<file path="src/rtl/spike_enc_pkg.sv">
// Shared constants and types for the rate-coded spike encoder and its LFSR.
package spike_enc_pkg;

  localparam int unsigned LFSR_W = 16;
  localparam int unsigned INT_W  = 8;
  localparam int unsigned CNT_W  = 16;
  localparam int unsigned NUM_CH = 3;

  localparam logic [LFSR_W-1:0] LFSR_TAPS = 16'hB400;

  typedef enum logic [0:0] {
    IDLE = 1'b0,
    RUN  = 1'b1
  } enc_state_e;

  localparam logic [0:0] ST_IDLE = 1'(IDLE);
  localparam logic [0:0] ST_RUN  = 1'(RUN);

  // An all-zero seed would lock the LFSR; substitute the smallest legal value.
  function automatic logic [LFSR_W-1:0] lfsr_fix_seed(input logic [LFSR_W-1:0] seed);
    return (seed == '0) ? LFSR_W'(1) : seed;
  endfunction

endpackage

</file>
<file path="src/rtl/lfsr16_galois.sv">
// 16-bit right-shifting Galois LFSR with enable; reloads a nonzero seed on reset.
module lfsr16_galois
  import spike_enc_pkg::*;
(
  input  logic              clk,
  input  logic              reset,
  input  logic              en,
  input  logic [LFSR_W-1:0] seed,
  output logic [LFSR_W-1:0] value
);

  logic [LFSR_W-1:0] value_q;
  logic [LFSR_W-1:0] value_d;

  // Next value: shift right, fold the tap mask in when a one falls out.
  always_comb begin
    value_d = value_q;
    if (en) begin
      value_d = value_q >> 1;
      if (value_q[0]) begin
        value_d = value_d ^ LFSR_TAPS;
      end
    end
  end

  // State register, reseeded by the asynchronous reset.
  always_ff @(posedge clk or posedge reset) begin
    if (reset) begin
      value_q <= lfsr_fix_seed(seed);
    end else begin
      value_q <= value_d;
    end
  end

  assign value = value_q;

endmodule

</file>
<file path="src/rtl/spike_rate_encoder_3ch.sv">
// Three-channel rate-coded spike encoder feeding a 3-input LIF neuron.
// Optional feature: SPIKE_ENC_REFRACTORY_EN suppresses a channel for one
// step after it spikes.
module spike_rate_encoder_3ch
  import spike_enc_pkg::*;
#(
  parameter int unsigned       WINDOW    = 100,
  parameter logic [LFSR_W-1:0] LFSR_SEED = 16'hACE1
) (
  input  logic             clk,
  input  logic             reset,
  input  logic             in_valid,
  output logic             in_ready,
  input  logic [INT_W-1:0] in_i0,
  input  logic [INT_W-1:0] in_i1,
  input  logic [INT_W-1:0] in_i2,
  output logic             x0,
  output logic             x1,
  output logic             x2,
  output logic             busy,
  output logic             window_done
);

  localparam logic [CNT_W-1:0] CNT_LAST = CNT_W'(WINDOW - 1);

  logic [0:0]        state_q, state_d;
  logic [CNT_W-1:0]  cnt_q, cnt_d;
  logic [INT_W-1:0]  i0_q, i0_d;
  logic [INT_W-1:0]  i1_q, i1_d;
  logic [INT_W-1:0]  i2_q, i2_d;
  logic [NUM_CH-1:0] x_q, x_d;
  logic              done_q, done_d;
  logic [NUM_CH-1:0] raw;
  logic              lfsr_en;
  logic [LFSR_W-1:0] lfsr_val;
`ifdef SPIKE_ENC_REFRACTORY_EN
  logic [NUM_CH-1:0] refr_q, refr_d;
`endif

  // One Bernoulli trial: saturate at full scale, otherwise random below intensity.
  function automatic logic spike(input logic [INT_W-1:0] rnd, input logic [INT_W-1:0] inten);
    return (inten == 8'hFF) || (rnd < inten);
  endfunction

  assign lfsr_en = (state_q == ST_RUN);

  lfsr16_galois u_lfsr (
    .clk   (clk),
    .reset (reset),
    .en    (lfsr_en),
    .seed  (LFSR_SEED),
    .value (lfsr_val)
  );

  // Raw spike decisions from the current (pre-advance) LFSR slices.
  always_comb begin
    raw    = '0;
    raw[0] = spike(lfsr_val[7:0],  i0_q);
    raw[1] = spike(lfsr_val[15:8], i1_q);
    raw[2] = spike(lfsr_val[11:4], i2_q);
  end

  // FSM, step counter, intensity latches and spike output computation.
  always_comb begin
    state_d = state_q;
    cnt_d   = cnt_q;
    i0_d    = i0_q;
    i1_d    = i1_q;
    i2_d    = i2_q;
    x_d     = '0;
    done_d  = 1'b0;
`ifdef SPIKE_ENC_REFRACTORY_EN
    refr_d  = refr_q;
`endif
    if (state_q == ST_IDLE) begin
      if (in_valid) begin
        state_d = ST_RUN;
        cnt_d   = '0;
        i0_d    = in_i0;
        i1_d    = in_i1;
        i2_d    = in_i2;
`ifdef SPIKE_ENC_REFRACTORY_EN
        refr_d  = '0;
`endif
      end
    end else begin
`ifdef SPIKE_ENC_REFRACTORY_EN
      x_d    = raw & ~refr_q;
      refr_d = x_d;
`else
      x_d    = raw;
`endif
      if (cnt_q == CNT_LAST) begin
        done_d  = 1'b1;
        state_d = ST_IDLE;
      end else begin
        cnt_d = cnt_q + CNT_W'(1);
      end
    end
  end

  // State and output registers.
  always_ff @(posedge clk or posedge reset) begin
    if (reset) begin
      state_q <= ST_IDLE;
      cnt_q   <= '0;
      i0_q    <= '0;
      i1_q    <= '0;
      i2_q    <= '0;
      x_q     <= '0;
      done_q  <= 1'b0;
`ifdef SPIKE_ENC_REFRACTORY_EN
      refr_q  <= '0;
`endif
    end else begin
      state_q <= state_d;
      cnt_q   <= cnt_d;
      i0_q    <= i0_d;
      i1_q    <= i1_d;
      i2_q    <= i2_d;
      x_q     <= x_d;
      done_q  <= done_d;
`ifdef SPIKE_ENC_REFRACTORY_EN
      refr_q  <= refr_d;
`endif
    end
  end

  assign in_ready    = (state_q == ST_IDLE);
  assign busy        = (state_q == ST_RUN);
  assign x0          = x_q[0];
  assign x1          = x_q[1];
  assign x2          = x_q[2];
  assign window_done = done_q;

endmodule

</file>
<file path="config.mk">
export PLATFORM = sky130hd
export DESIGN_NAME = spike_rate_encoder_3ch
export DESIGN_NICKNAME = d
export VERILOG_FILES = /design/src/rtl/spike_enc_pkg.sv /design/src/rtl/lfsr16_galois.sv /design/src/rtl/spike_rate_encoder_3ch.sv
export SDC_FILE = /design/constraint.sdc
export NUM_CORES = 1
export LEC_CHECK = 0
export BUFFER_PORTS_ARGS = -buffer_cell sky130_fd_sc_hd__buf_4
export CORE_AREA = 4 4 77 79
export CTS_BUF_LIST = sky130_fd_sc_hd__clkbuf_2
export DETAILED_ROUTE_END_ITERATION = 12
export DIE_AREA = 0 0 81 83
export HOLD_SLACK_MARGIN = 0.05
export PLACE_DENSITY_LB_ADDON = 0.25
export REMOVE_ABC_BUFFERS = 1
export SLEW_MARGIN = 20
export SYNTH_ARGS = -nofsm -noshare
export SYNTH_HDL_FRONTEND = slang
export SYNTH_SLANG_ARGS = --single-unit
</file>
<file path="constraint.sdc">
create_clock -name clk -period 2.13 [get_ports clk]
set_input_delay 0.213 -clock clk [delete_from_list [all_inputs] [get_ports clk]]
set_output_delay 0.213 -clock clk [all_outputs]
set_load 0.01 [all_outputs]
</file>
==> results by stage, run 1 <==
Yosys:
- The share of synthesized area in the top cell type comes to 43.46%.
- The leading register cell type out of synthesis is sky130_fd_sc_hd__dfrtp_1.
- The share of the Yosys chip area taken by registers is 50.35%.
- sky130_fd_sc_hd__nand2_1 is the most common cell in the netlist.
- The number of instances in the synthesized netlist is 304.
- By area the synthesized netlist is led by sky130_fd_sc_hd__dfrtp_1, sky130_fd_sc_hd__ha_1, sky130_fd_sc_hd__dfstp_2, sky130_fd_sc_hd__nand2_1, sky130_fd_sc_hd__o21ai_0.
- Counting flops with an async set or reset pin after synthesis yields a share of 100.0%.
- sky130_fd_sc_hd__dfrtp_1 takes more of the synthesized area than any other cell.
- The number of distinct standard cells referenced by the synthesized netlist is 37.
- The number of flip-flops and latches in the synthesized netlist is 61.
- Ranked by instance count, the synthesized netlist is headed by sky130_fd_sc_hd__nand2_1, sky130_fd_sc_hd__dfrtp_1, sky130_fd_sc_hd__o21ai_0.
- Yosys printed 0 warnings.
- In this run the mean area of a mapped cell was 10.04 um2.
- Summing every instance area after synthesis gives 0.003052 mm2.
- The number of enable-type register cells in the synthesized netlist is 0.

Placement:
- The weighted congestion reported at the end of routability-driven placement is 0.8678.
- During placement, the flow inserted port buffers numbering 32.
- Before CTS, the worst setup slack after placement is 0.4405 ns.
- The half-perimeter wire length of the detailed placement result is 4349 um.
- Once placement finished, the instance area stood at 0.003390 mm2.

Global route:
- After global routing the overflow that remains totals 0.
- The number of antenna violations at the first check in global routing was 0.
- The global-route wire length before repair is 11250 um.
- The pin count of the biggest net entering global routing is 38.
- Across every metal layer, demand over resource in global routing totals 21.24%.
- The number of global-route vias before repair is 2459.

Clock network:
- The number of setup buffers added after CTS is 0.
- In this run, post-CTS repair resized a total of 0 instances.
- The maximum clock path buffer count is 2.
- The number of levels the H-tree was split into is 3.
- Clock tree synthesis found a total of 61 sinks.
- The buffer cell driving the clock tree root is sky130_fd_sc_hd__clkbuf_2.
- The number of CTS-inserted buffers is 9.
- Hold repair after CTS inserted 26 buffers.
- At the later pin of the worst-skew pair, clock insertion delay measures 0.46 ns.
- After clock tree synthesis, the clock-pin slew on the worst setup and hold paths is 0.17 ns.
- The TritonCTS clock tree is built.

Timing:
- The highest achievable clock rate is 572.7 MHz.
- At the pin with the least slew margin, the transition time is 0.5517 ns.
- The clock period could shrink to 1.746 ns.
- Between clock sinks in the finished design, the worst skew comes to 0.03091 ns.
- After layout, the worst setup slack is 0.3839 ns.
- The hold violation total from the final report is 0.
- The worst pin sits at a relative slew slack of 63.17%.
- The number of slew-limit violations in the final report is 0.
- Setup violations remaining at the end of the flow were counted as 0.
- Setup repair after global routing left no endpoint under its margin.
- The fraction of the cycle the final worst path needs is 81.98%.

Worst setup path:
- The element type at the critical path start is a flip-flop.
- Along the worst path, the maximum fanout reaches 4.
- The source of the worst register-to-register timing path is u_lfsr.value[5]$_DFFE_PP1P_.
- STA puts the critical path data arrival time at 2.10 ns.
- The endpoint type of the worst setup path is a flip-flop.
- The data required time at the worst endpoint is 2.48 ns.
- Tracing the worst setup path back leads to its startpoint at u_lfsr.value[5]$_DFFE_PP1P_.
- By startpoint and endpoint, the worst setup path is classified as flip-flop to flip-flop.

Finish:
- The post-route cell area is 0.003727 mm2.
- Summing all flip-flop and latch instances after layout gives 0.001536 mm2.
- The layout net count is 416.
- Of the cells placed in the final design, the portion with a size suffix greater than 1 is 20.97%.
- The total area of multi-input combinational cells is 0.001364 mm2.
- Relative to the synthesized area, the layout overhead comes to 22.14%.
- The count of inserted antenna diode cells is 0.
- The filler cell count in the final layout is 433.

Die:
- The die covers 0.006723 mm2.
- The core area is 0.005338 mm2.
- The I/O pin count is 33.
- For this configuration, the core starts out at a cell density of 57.17%.
- The total number of placement rows is 27.
- The chip width is 81 um.
- The die is 83 um tall.

Flow run:
- The tool flagged a number of max-cap violations equal to 0.

Routing:
- The count of unresolved DRC violations after routing is 0.
- The routed length on met1 is 2915 um.
- Dividing the detail-routed wire length by the instance count gives 14.06 um.
- The topmost layer with routed signal wires is met4.
- The length of the first detailed-routing pass in iterations is 4.
- The per-cell via count in the routed design is 5.392.
- Summed over all nets, wire length on met3 after detailed routing comes to 215 um.
- The total routed wirelength is 6243 um.
- The count of nets left with antenna violations once routing finished came out at 0.
- The total length of routed met2 wires is 3018 um.
- The overall via count from detail_route is 2394.
- The initial detailed-routing violation count is 81.

Worst hold path:
- The worst min-delay path category is input pin to async pin.

Pwr:
- The share of total power in combinational logic is 8.6%.
- In this run switching power makes up 24.93% of total power.
- The worst voltage drop across the vdd grid is 0.0003912 V.
- Total power for the finished layout comes to 1922 uW.
- The power density over the cells is 515.7 mW/mm2.
- The power share of the clock group is 28.8%.
- The leakage dissipation is 0.001816 uW.
- Per report_power, the sequential group accounts for 62.6% of the total.
- The net switching power is 479.2 uW.
- Cell internal power was estimated by the tool at 1443 uW.

Status:
- The run finished with clean final reports.
==> sequential cells by signal (all words and copies together), names as in the netlist <==
| name | count |
|---|---|
| busy | 1 |
| window_done | 1 |
| i2_q | 8 |
| cnt_q | 16 |
| i1_q | 8 |
| x_q | 3 |
| u_lfsr.value | 16 |
| i0_q | 8 |
==> critical path: stages (launching register included) <==
cell	delay, ns
sky130_fd_sc_hd__dfstp_2	0.59
sky130_fd_sc_hd__ha_1	0.23
sky130_fd_sc_hd__a2111oi_0	0.37
sky130_fd_sc_hd__a2111oi_0	0.12
sky130_fd_sc_hd__o41ai_1	0.34
==> cells by family (layout without fill, tap and decap cells) <==
| logic type | count (synthesis) | after routing | synth area share [%] |
|---|---|---|---|
| XOR/XNOR | 4 | 4 | 1.148 |
| AO/OA/AOI/OAI | 53 | 53 | 10.33 |
| buffers and inverters | 40 | 108 | 5.043 |
| flip-flops | 61 | 61 | 50.35 |
| multiplexers | 23 | 23 | 8.077 |
| adder cells (fa/ha/maj) | 22 | 22 | 9.020 |
| AND/OR/NAND/NOR | 101 | 101 | 16.03 |
==> cell usage in the layout, fill, tap and decap left out, drive strengths merged, types with 7 or more instances in the layout <==
cell type,n
clkbuf,13
inv,29
mux2i,10
nand4,7
nand2,56
dfstp,8
dfrtp,53
dlygate4sd3,26
buf,37
nand3,9
ha,22
mux2,13
o21ai,34
==> per-stage QoR <==
step                      instances  utilization (%)  setup TNS (ns)  hold slack (ns)
after floorplan                 293                -          -8.188           0.3021
after global placement          402            63.50               0           0.3013
after detailed placement        402            63.50               0           0.3044
after CTS                       444            69.83               0           0.3198
after global routing            444            69.83               0           0.3377
final                           444            69.83               0           0.3373
==> routing by layer <==
metal	GRT usage (%)	vias up
li1	-	1180
met1	28.30	1168
met2	33.91	35
met3	4.772	11
met4	7.220	0
met5	0	-
==> power groups by stage <==
stage	sequential [uW]	clock [uW]	combinational, uW
2_1_floorplan	1220	0	65.8
3_5_place_dp	1220	0	129
3_3_place_gp	1220	0	125
5_1_grt	1210	635	190
4_1_cts	1200	577	168
6_report	1200	553	166
==> final cells by class <==
type	instances	share of cell area, %
Tap cell	72	2.417
Inverter	29	2.920
Timing Repair Buffer	63	14.77
Clock inverter	3	0.3357
Sequential cell	61	41.22
Clock buffer	13	1.746
Multi-Input combinational cell	203	36.59
==> final timing paths <==
| path | cells after the start | slack [ns] | to |
|---|---|---|---|
| worst max-delay path | 4 | 0.38 | x_q[2]$_DFF_PP0_ |
| worst min-delay path | 3 | 0.34 | i2_q[4]$_DFFE_PP0P_ |
| worst max register to register | 4 | 0.38 | x_q[2]$_DFF_PP0_ |
| worst min register to register | 1 | 0.52 | cnt_q[15]$_DFFE_PP0P_ |
| max in group asynchronous | 4 | 1.12 | u_lfsr.value[10]$_DFFE_PP1P_ |
| min in group clk | 4 | 0.49 | i2_q[3]$_DFFE_PP0P_ |
Note: power is estimated with default switching activity, not from simulation.
==> run 2: changes to the inputs <==
Settings changed: ABC_AREA set to 1, CORE_AREA 4 4 77 79 to 4 4 83 85, DIE_AREA 0 0 81 83 to 0 0 87 89.
Clock period 2.13 ns to 1.5 ns, I/O delays scaled along.
==> results by stage, run 2 <==
Pwr:
- The net switching share of the total power is 24.02% (was 24.93%).
- The power consumption is 2769 uW (was 1922 uW).
- The net switching power was 665.1 uW (was 479.2 uW).
- The power share of the clock group is 35.0% (was 28.8%).
- The internal power contribution is 2104 uW (was 1443 uW).
- The worst voltage drop across the vdd grid is 0.0003909 V (was 0.0003912 V).
- The share of total power in combinational logic is 5.5% (was 8.6%).
- The register share of total power came to 59.5% (was 62.6%).
- The power density over the cells is 647.0 mW/mm2 (was 515.7 mW/mm2).
- The leakage dissipation came to 0.002222 uW (was 0.001816 uW).

Yosys:
- The share of the synthesized area in the top cell type is 40.03% (was 43.46%).
- Top cells by count, synth: sky130_fd_sc_hd__nand2_1, sky130_fd_sc_hd__dfrtp_1, sky130_fd_sc_hd__inv_1 (was sky130_fd_sc_hd__nand2_1, sky130_fd_sc_hd__dfrtp_1, sky130_fd_sc_hd__o21ai_0).
- The average cell area after synthesis was 8.101 um2 (was 10.04 um2).
- Biggest area contributors in the synthesized netlist: sky130_fd_sc_hd__dfrtp_1, sky130_fd_sc_hd__nand2_1, sky130_fd_sc_hd__ha_1, sky130_fd_sc_hd__dfstp_2, sky130_fd_sc_hd__inv_1 (was sky130_fd_sc_hd__dfrtp_1, sky130_fd_sc_hd__ha_1, sky130_fd_sc_hd__dfstp_2, sky130_fd_sc_hd__nand2_1, sky130_fd_sc_hd__o21ai_0).
- The number of instances in the synthesized netlist is 409 (was 304).
- The cell area after synthesis was 0.003313 mm2 (was 0.003052 mm2).
- The fraction of registers with async set or reset after synthesis was 100.0% (unchanged).
- The count of warnings emitted by yosys is 0 (unchanged).
- The number of flip-flops and latches in the synthesized netlist is 61 (unchanged).
- The sequential fraction of the synthesis area is 46.37% (was 50.35%).
- The number of enable-type register cells in the synthesized netlist came to 0 (unchanged).
- The leading register cell type out of synthesis is sky130_fd_sc_hd__dfrtp_1 (unchanged).
- The leading cell type by number of instances after synthesis is sky130_fd_sc_hd__nand2_1 (unchanged).
- The number of distinct standard cells referenced by the synthesized netlist was 30 (was 37).
- The cell type with the largest total area after synthesis is sky130_fd_sc_hd__dfrtp_1 (unchanged).

Placement:
- The half-perimeter wire length of the detailed placement result is 5038 um (was 4349 um).
- The weighted congestion reported at the end of routability-driven placement was 0.8528 (was 0.8678).
- The count of buffers from port buffering came to 32 (unchanged).

Finish:
- Most frequent cells in the layout: sky130_fd_sc_hd__nand2_1, sky130_fd_sc_hd__dfrtp_1, sky130_fd_sc_hd__inv_1 (was sky130_fd_sc_hd__nand2_1, sky130_fd_sc_hd__dfrtp_1, sky130_fd_sc_hd__buf_4).
- The layout net count is 538 (was 416).
- The leading cell type in the layout, fill and taps excluded is sky130_fd_sc_hd__nand2_1 (unchanged).
- The total area of multi-input combinational cells is 0.001567 mm2 (was 0.001364 mm2).
- The layout cell share with drive strength beyond 1 is 22.27% (was 20.97%).
- The area occupied by registers is 0.001539 mm2 (was 0.001536 mm2).
- The filler cell count in the final layout is 491 (was 433).
- The count of inserted antenna diode cells is 0 (unchanged).
- The layout overhead on the synthesized area is 29.19% (was 22.14%).
- The post-layout utilization of the core was 68.99% (was 69.83%).

Routing:
- The count of unresolved DRC violations after routing is 0 (unchanged).
- The overall via count from detail_route is 2947 (was 2394).
- The total routed wirelength is 7666 um (was 6243 um).
- The initial detailed-routing violation count is 158 (was 81).
- The residual antenna-violating net count after detailed routing is 0 (unchanged).
- The routed wirelength normalized by instance count is 13.43 um (was 14.06 um).
- The per-cell via count in the routed design is 5.161 (was 5.392).
- The length of the first detailed-routing pass in iterations was 4 (unchanged).

Clock network:
- The later-pin clock latency in the skew report is 0.50 ns (was 0.46 ns).
- The number of sinks on the clock net is 61 (unchanged).
- The number of levels the H-tree was split into came to 3 (unchanged).
- The buffer cell driving the clock tree root is sky130_fd_sc_hd__clkbuf_2 (unchanged).
- The maximum clock path buffer count came to 2 (unchanged).
- The number of CTS-inserted buffers was 9 (unchanged).
- The TritonCTS clock tree is built (unchanged).
- The clock-pin slew on the worst setup and hold paths is 0.18 ns (was 0.17 ns).

Timing:
- The setup TNS was 0 ns (unchanged).
- The post-layout minimum cycle time came to 1.439 ns (was 1.746 ns).
- The fraction of the cycle the final worst path needs is 95.95% (was 81.98%).
- RSZ-0062 raised after global routing: yes (was no).
- The total of endpoints with negative setup slack in the final report is 0 (unchanged).
- The worst slew margin relative to its limit is 66.79% (was 63.17%).
- The highest achievable clock rate was 694.8 MHz (was 572.7 MHz).
- The worst clock skew on the final layout is 0.01501 ns (was 0.03091 ns).
- The number of slew-limit violations in the final report is 0 (unchanged).
- The hold violation total from the final report came to 0 (unchanged).
- The transition time at the pin with the least slew margin came to 0.4974 ns (was 0.5517 ns).

Worst setup path:
- The worst-path maximum fanout is 4 (unchanged).
- The cell depth of the worst flop-to-flop path is 6 (was 4).
- The endpoint type of the worst setup path is a flip-flop (unchanged).
- The worst setup slack for register-to-register paths is 0.06 ns (was 0.38 ns).
- The critical path start-end classification is flip-flop to flip-flop (unchanged).
- The critical path data arrival time came to 1.86 ns (was 2.10 ns).
- The data required time at the worst endpoint came to 1.92 ns (was 2.48 ns).
- The element type at the critical path start is a flip-flop (unchanged).

Die:
- The die boundary height is 89 um (was 83 um).
- The I/O pin count came to 33 (unchanged).
- The core area is 0.006205 mm2 (was 0.005338 mm2).
- The full die area was 0.007743 mm2 (was 0.006723 mm2).
- The total number of placement rows is 29 (was 27).
- The starting density of the core was 53.40% (was 57.17%).
- The chip width is 87 um (was 81 um).

Global route:
- The met3 usage is 4.424% (was 4.772%).
- The total grt overflow is 0 (unchanged).
- The met1 capacity usage during global routing is 25.69% (was 28.30%).
- The pin count of the biggest net entering global routing is 26 (was 38).
- The layer carrying the most global-route usage is met2 (unchanged).
- The number of global-route vias before repair is 2958 (was 2459).
- The global-route met2 utilization is 36.92% (was 33.91%).
- The number of antenna violations at the first check in global routing is 0 (unchanged).
- The global-route wire length before repair was 12870 um (was 11250 um).
- The overall global routing resource usage is 21.45% (was 21.24%).

Status:
- Outcome: finished, final reports clean (unchanged).

Worst hold path:
- The worst min-delay path category is input pin to async pin (unchanged).

Flow run:
- The max-cap check violation count came to 0 (unchanged).
## run 2: worst max-delay path: stages (launching register included)
cell and delay, ns:
sky130_fd_sc_hd__dfstp_2 0.63, sky130_fd_sc_hd__ha_1 0.25, sky130_fd_sc_hd__nand2_1 0.10, sky130_fd_sc_hd__nor2_1 0.06, sky130_fd_sc_hd__nor3_2 0.11, sky130_fd_sc_hd__nand2_1 0.07
sky130_fd_sc_hd__a21oi_1 0.14
## run 2: layout make-up
class / instances / share of cell area [%]
clock buffers: 9 / 1.052
clock inverters: 7 / 1.315
inverters: 55 / 4.882
multi-input cells: 281 / 36.60
flip-flops and latches: 61 / 35.95
well taps: 77 / 2.251
repair buffers: 81 / 17.95
## run 2: cells by family after synthesis
group,Yosys count,synth area share [%]
adders and majority gates,22,8.308
AOI/OAI and AO/OA,47,7.251
muxes,3,1.020
DFF,61,46.37
xor gates and xnor gates,6,1.586
and+or+nand+nor,202,26.96
buffers and inverters,68,8.497
## run 2: metal layers
metal  part of all wire, %  wire length (um)
met5                     0                 0
met4                   2.6               199
met3                   4.1               315
met2                    51              3880
met1                    43              3271
## run 2: final timing paths
kind | startpoint | end
max | u_lfsr.value[11]$_DFFE_PP1P_ | x_q[2]$_DFF_PP0_
min in group clk | in_i0[0] | i0_q[0]$_DFFE_PP0P_
min | reset | u_lfsr.value[14]$_DFFE_PP0P_
max in group asynchronous | reset | u_lfsr.value[6]$_DFFE_PP1P_
min reg2reg | u_lfsr.value[12]$_DFFE_PP0P_ | u_lfsr.value[11]$_DFFE_PP1P_
max reg2reg | u_lfsr.value[11]$_DFFE_PP1P_ | x_q[2]$_DFF_PP0_
## run 2: power groups by stage
stage	combinational (uW)	sequential, uW	clock [uW]
2_1_floorplan	24.2	1680	0
3_3_place_gp	98.7	1680	0
3_5_place_dp	99.4	1680	0
4_1_cts	151	1650	1000
5_1_grt	167	1650	1050
6_report	153	1650	970
## run 2: what timing repair did
item                                   CTS  global route
resized for setup                       10            16
hold buffers                            25             1
pin swaps                                0             1
setup endpoints to repair                2            20
buffers inserted                         4             8
endpoints found under the hold margin   78             1
cloned                                   1             1
## run 2: stage by stage
step	std cells	cell area, um2	hold slack [ns]	setup WS (ns)
global placement	516	3707	0.2077	0.08157
CTS	562	4158	0.05655	-0.02081
finish	571	4280	0.2195	0.06073
floorplan	396	3238	0.3006	-0.5363
global route	571	4280	0.2434	-0.05640
detailed placement	516	3707	0.2076	0.08708
==> run 3: changes to the inputs <==
Settings changed: CTS_CLUSTER_DIAMETER set to 80, REMOVE_ABC_BUFFERS 1 to unset.
==> results by stage, run 3 (synthesis results as in run 2) <==
Finish:
- The filler cell count in the final layout was 495 (was 491).
- Most frequent cells in the layout: sky130_fd_sc_hd__nand2_1, sky130_fd_sc_hd__dfrtp_1, sky130_fd_sc_hd__inv_1 (unchanged).
- The layout cell share with drive strength beyond 1 was 20.12% (was 22.27%).
- The layout net count is 531 (was 538).
- The count of inserted antenna diode cells is 0 (unchanged).
- The layout overhead on the synthesized area was 27.27% (was 29.19%).
- The leading cell type in the layout, fill and taps excluded was sky130_fd_sc_hd__nand2_1 (unchanged).
- The post-route cell area is 0.004217 mm2 (was 0.004280 mm2).

Pwr:
- The net switching power came to 661.0 uW (was 665.1 uW).
- The leakage dissipation is 0.002193 uW (was 0.002222 uW).
- The worst voltage drop across the vdd grid was 0.0004345 V (was 0.0003909 V).
- The share of total power in combinational logic is 5.2% (was 5.5%).
- The power share of the clock group is 38.7% (was 35.0%).
- The register share of total power is 56.2% (was 59.5%).
- The net switching share of the total power is 22.54% (was 24.02%).
- The power density over the cells is 695.5 mW/mm2 (was 647.0 mW/mm2).
- The internal power contribution is 2271 uW (was 2104 uW).

Die:
- The chip width was 87 um (unchanged).
- The starting density of the core came to 53.40% (unchanged).
- The I/O pin count is 33 (unchanged).
- The full die area is 0.007743 mm2 (unchanged).
- The die boundary height was 89 um (unchanged).
- The total number of placement rows was 29 (unchanged).
- The core area is 0.006205 mm2 (unchanged).

Routing:
- The routed wirelength normalized by instance count came to 13.52 um (was 13.43 um).
- The initial detailed-routing violation count is 137 (was 158).
- The residual antenna-violating net count after detailed routing is 0 (unchanged).
- The total routed wirelength is 7628 um (was 7666 um).
- The per-cell via count in the routed design is 5.119 (was 5.161).
- The length of the first detailed-routing pass in iterations is 4 (unchanged).
- The count of unresolved DRC violations after routing is 0 (unchanged).
- The overall via count from detail_route is 2887 (was 2947).

Timing:
- The worst clock skew on the final layout was 0.02173 ns (was 0.01501 ns).
- The total of endpoints with negative setup slack in the final report is 0 (unchanged).
- RSZ-0062 raised after global routing: yes (unchanged).
- The worst hold slack after final layout is 0.1196 ns (was 0.2195 ns).
- The worst slew margin relative to its limit came to 74.69% (was 66.79%).
- The post-layout minimum cycle time is 1.470 ns (was 1.439 ns).
- The hold violation total from the final report is 0 (unchanged).
- The highest achievable clock rate came to 680.3 MHz (was 694.8 MHz).
- The fraction of the cycle the final worst path needs is 98.00% (was 95.95%).
- The transition time at the pin with the least slew margin is 0.3776 ns (was 0.4974 ns).
- The number of slew-limit violations in the final report is 0 (unchanged).

Clock network:
- The number of CTS-inserted buffers was 9 (unchanged).
- The number of levels the H-tree was split into is 3 (unchanged).
- The later-pin clock latency in the skew report is 0.48 ns (was 0.50 ns).
- The number of sinks on the clock net is 61 (unchanged).
- The clock-pin slew on the worst setup and hold paths is 0.17 ns (was 0.18 ns).
- The TritonCTS clock tree is built (unchanged).
- The maximum clock path buffer count is 2 (unchanged).
- The buffer cell driving the clock tree root is sky130_fd_sc_hd__clkbuf_2 (unchanged).

Worst setup path:
- The critical path data arrival time is 1.32 ns (was 1.86 ns).
- The element type at the critical path start was a flip-flop (unchanged).
- The endpoint type of the worst setup path is an output port (was flip-flop).
- The critical path start-end classification is flip-flop to output port (was flip-flop to flip-flop).
- The data required time at the worst endpoint is 1.35 ns (was 1.92 ns).
- The worst-path maximum fanout is 15 (was 4).

Global route:
- The global-route wire length before repair is 12570 um (was 12870 um).
- The number of global-route vias before repair was 2852 (was 2958).
- The total grt overflow is 0 (unchanged).
- The layer carrying the most global-route usage is met2 (unchanged).
- The pin count of the biggest net entering global routing is 38 (was 26).
- The met3 usage is 3.041% (was 4.424%).
- The met1 capacity usage during global routing is 23.47% (was 25.69%).
- The number of antenna violations at the first check in global routing was 0 (unchanged).
- The global-route met2 utilization is 38.85% (was 36.92%).
- The overall global routing resource usage is 20.75% (was 21.45%).

Status:
- Outcome: finished, final reports clean (unchanged).

Yosys:
- Counting every net in the synthesized netlist gives 458.

Placement:
- The count of buffers from port buffering is 32 (unchanged).
- The standard cell area after detailed placement is 0.003684 mm2 (was 0.003707 mm2).
- The half-perimeter wire length of the detailed placement result is 5021 um (was 5038 um).
- The weighted congestion reported at the end of routability-driven placement came to 0.8950 (was 0.8528).

Worst hold path:
- The worst min-delay path category was input pin to flip-flop (was input pin to async pin).

Flow run:
- The max-cap check violation count is 0 (unchanged).
## run 3: critical path, cell delays in order (launching register included)
cell and delay (ns):
sky130_fd_sc_hd__dfrtp_1 0.45, sky130_fd_sc_hd__buf_6 0.14, sky130_fd_sc_hd__buf_12 0.14, sky130_fd_sc_hd__buf_6 0.12
## run 3: final cells by class
class	count	area, um2	area share, %
Inverter	55	212.7	5.045
Clock inverter	7	80.08	1.899
Timing Repair Buffer	74	718.2	17.03
Multi-Input combinational cell	281	1525	36.17
Tap cell	77	96.34	2.285
Clock buffer	9	45.04	1.068
Sequential cell	61	1539	36.50
## run 3: final timing paths
check                                             startpoint  slack, ns  cells past startpoint                            to
worst max-delay path                          busy$_DFF_PP0_       0.03                      3                          busy
worst min-delay path                                in_valid       0.12                      3                busy$_DFF_PP0_
worst max register to register   u_lfsr.value[5]$_DFFE_PP1P_       0.05                      6              x_q[0]$_DFF_PP0_
worst min register to register  u_lfsr.value[15]$_DFFE_PP1P_       0.51                      2  u_lfsr.value[15]$_DFFE_PP1P_
max in group asynchronous                              reset       0.96                      4   u_lfsr.value[5]$_DFFE_PP1P_
min in group asynchronous                              reset       0.26                      4          cnt_q[6]$_DFFE_PP0P_
## run 3: metal layers
metal | routed length, um | up-vias
met3 | 170 | 11
met1 | 3257 | 1382
met4 | 114 | 0
met5 | 0 | -
met2 | 4085 | 36
li1 | - | 1458
## run 3: power by group through the flow
stage,clock [uW],sequential (uW),combinational [uW]
detailed placement,0,1680,100
finish,1130,1650,152
global placement,0,1680,98.9
global route,1230,1650,165
CTS,1160,1650,153
floorplan,0,1680,24.7
## run 3: repair_timing
| item | CTS | global route |
|---|---|---|
| endpoints found under the setup margin | 2 | 18 |
| endpoints found under the hold margin | 85 | 0 |
| buffers inserted | 1 | 6 |
| gates resized for setup | 8 | 12 |
| gates cloned | 0 | 2 |
| hold buffers | 25 | 0 |
| pin swaps | 0 | 4 |
## run 3: through the flow
step,TNS (ns),util [%],std cells,setup WS [ns],power (uW)
after floorplan,0,-,409,0.2013,1701
after global placement,0,59.37,514,0.1051,1775
after detailed placement,0,59.37,514,0.04756,1776
after CTS,0,66.06,556,0.005409,2958
after global routing,-0.08246,67.96,564,-0.03722,3047
final,0,67.96,564,0.03006,2932
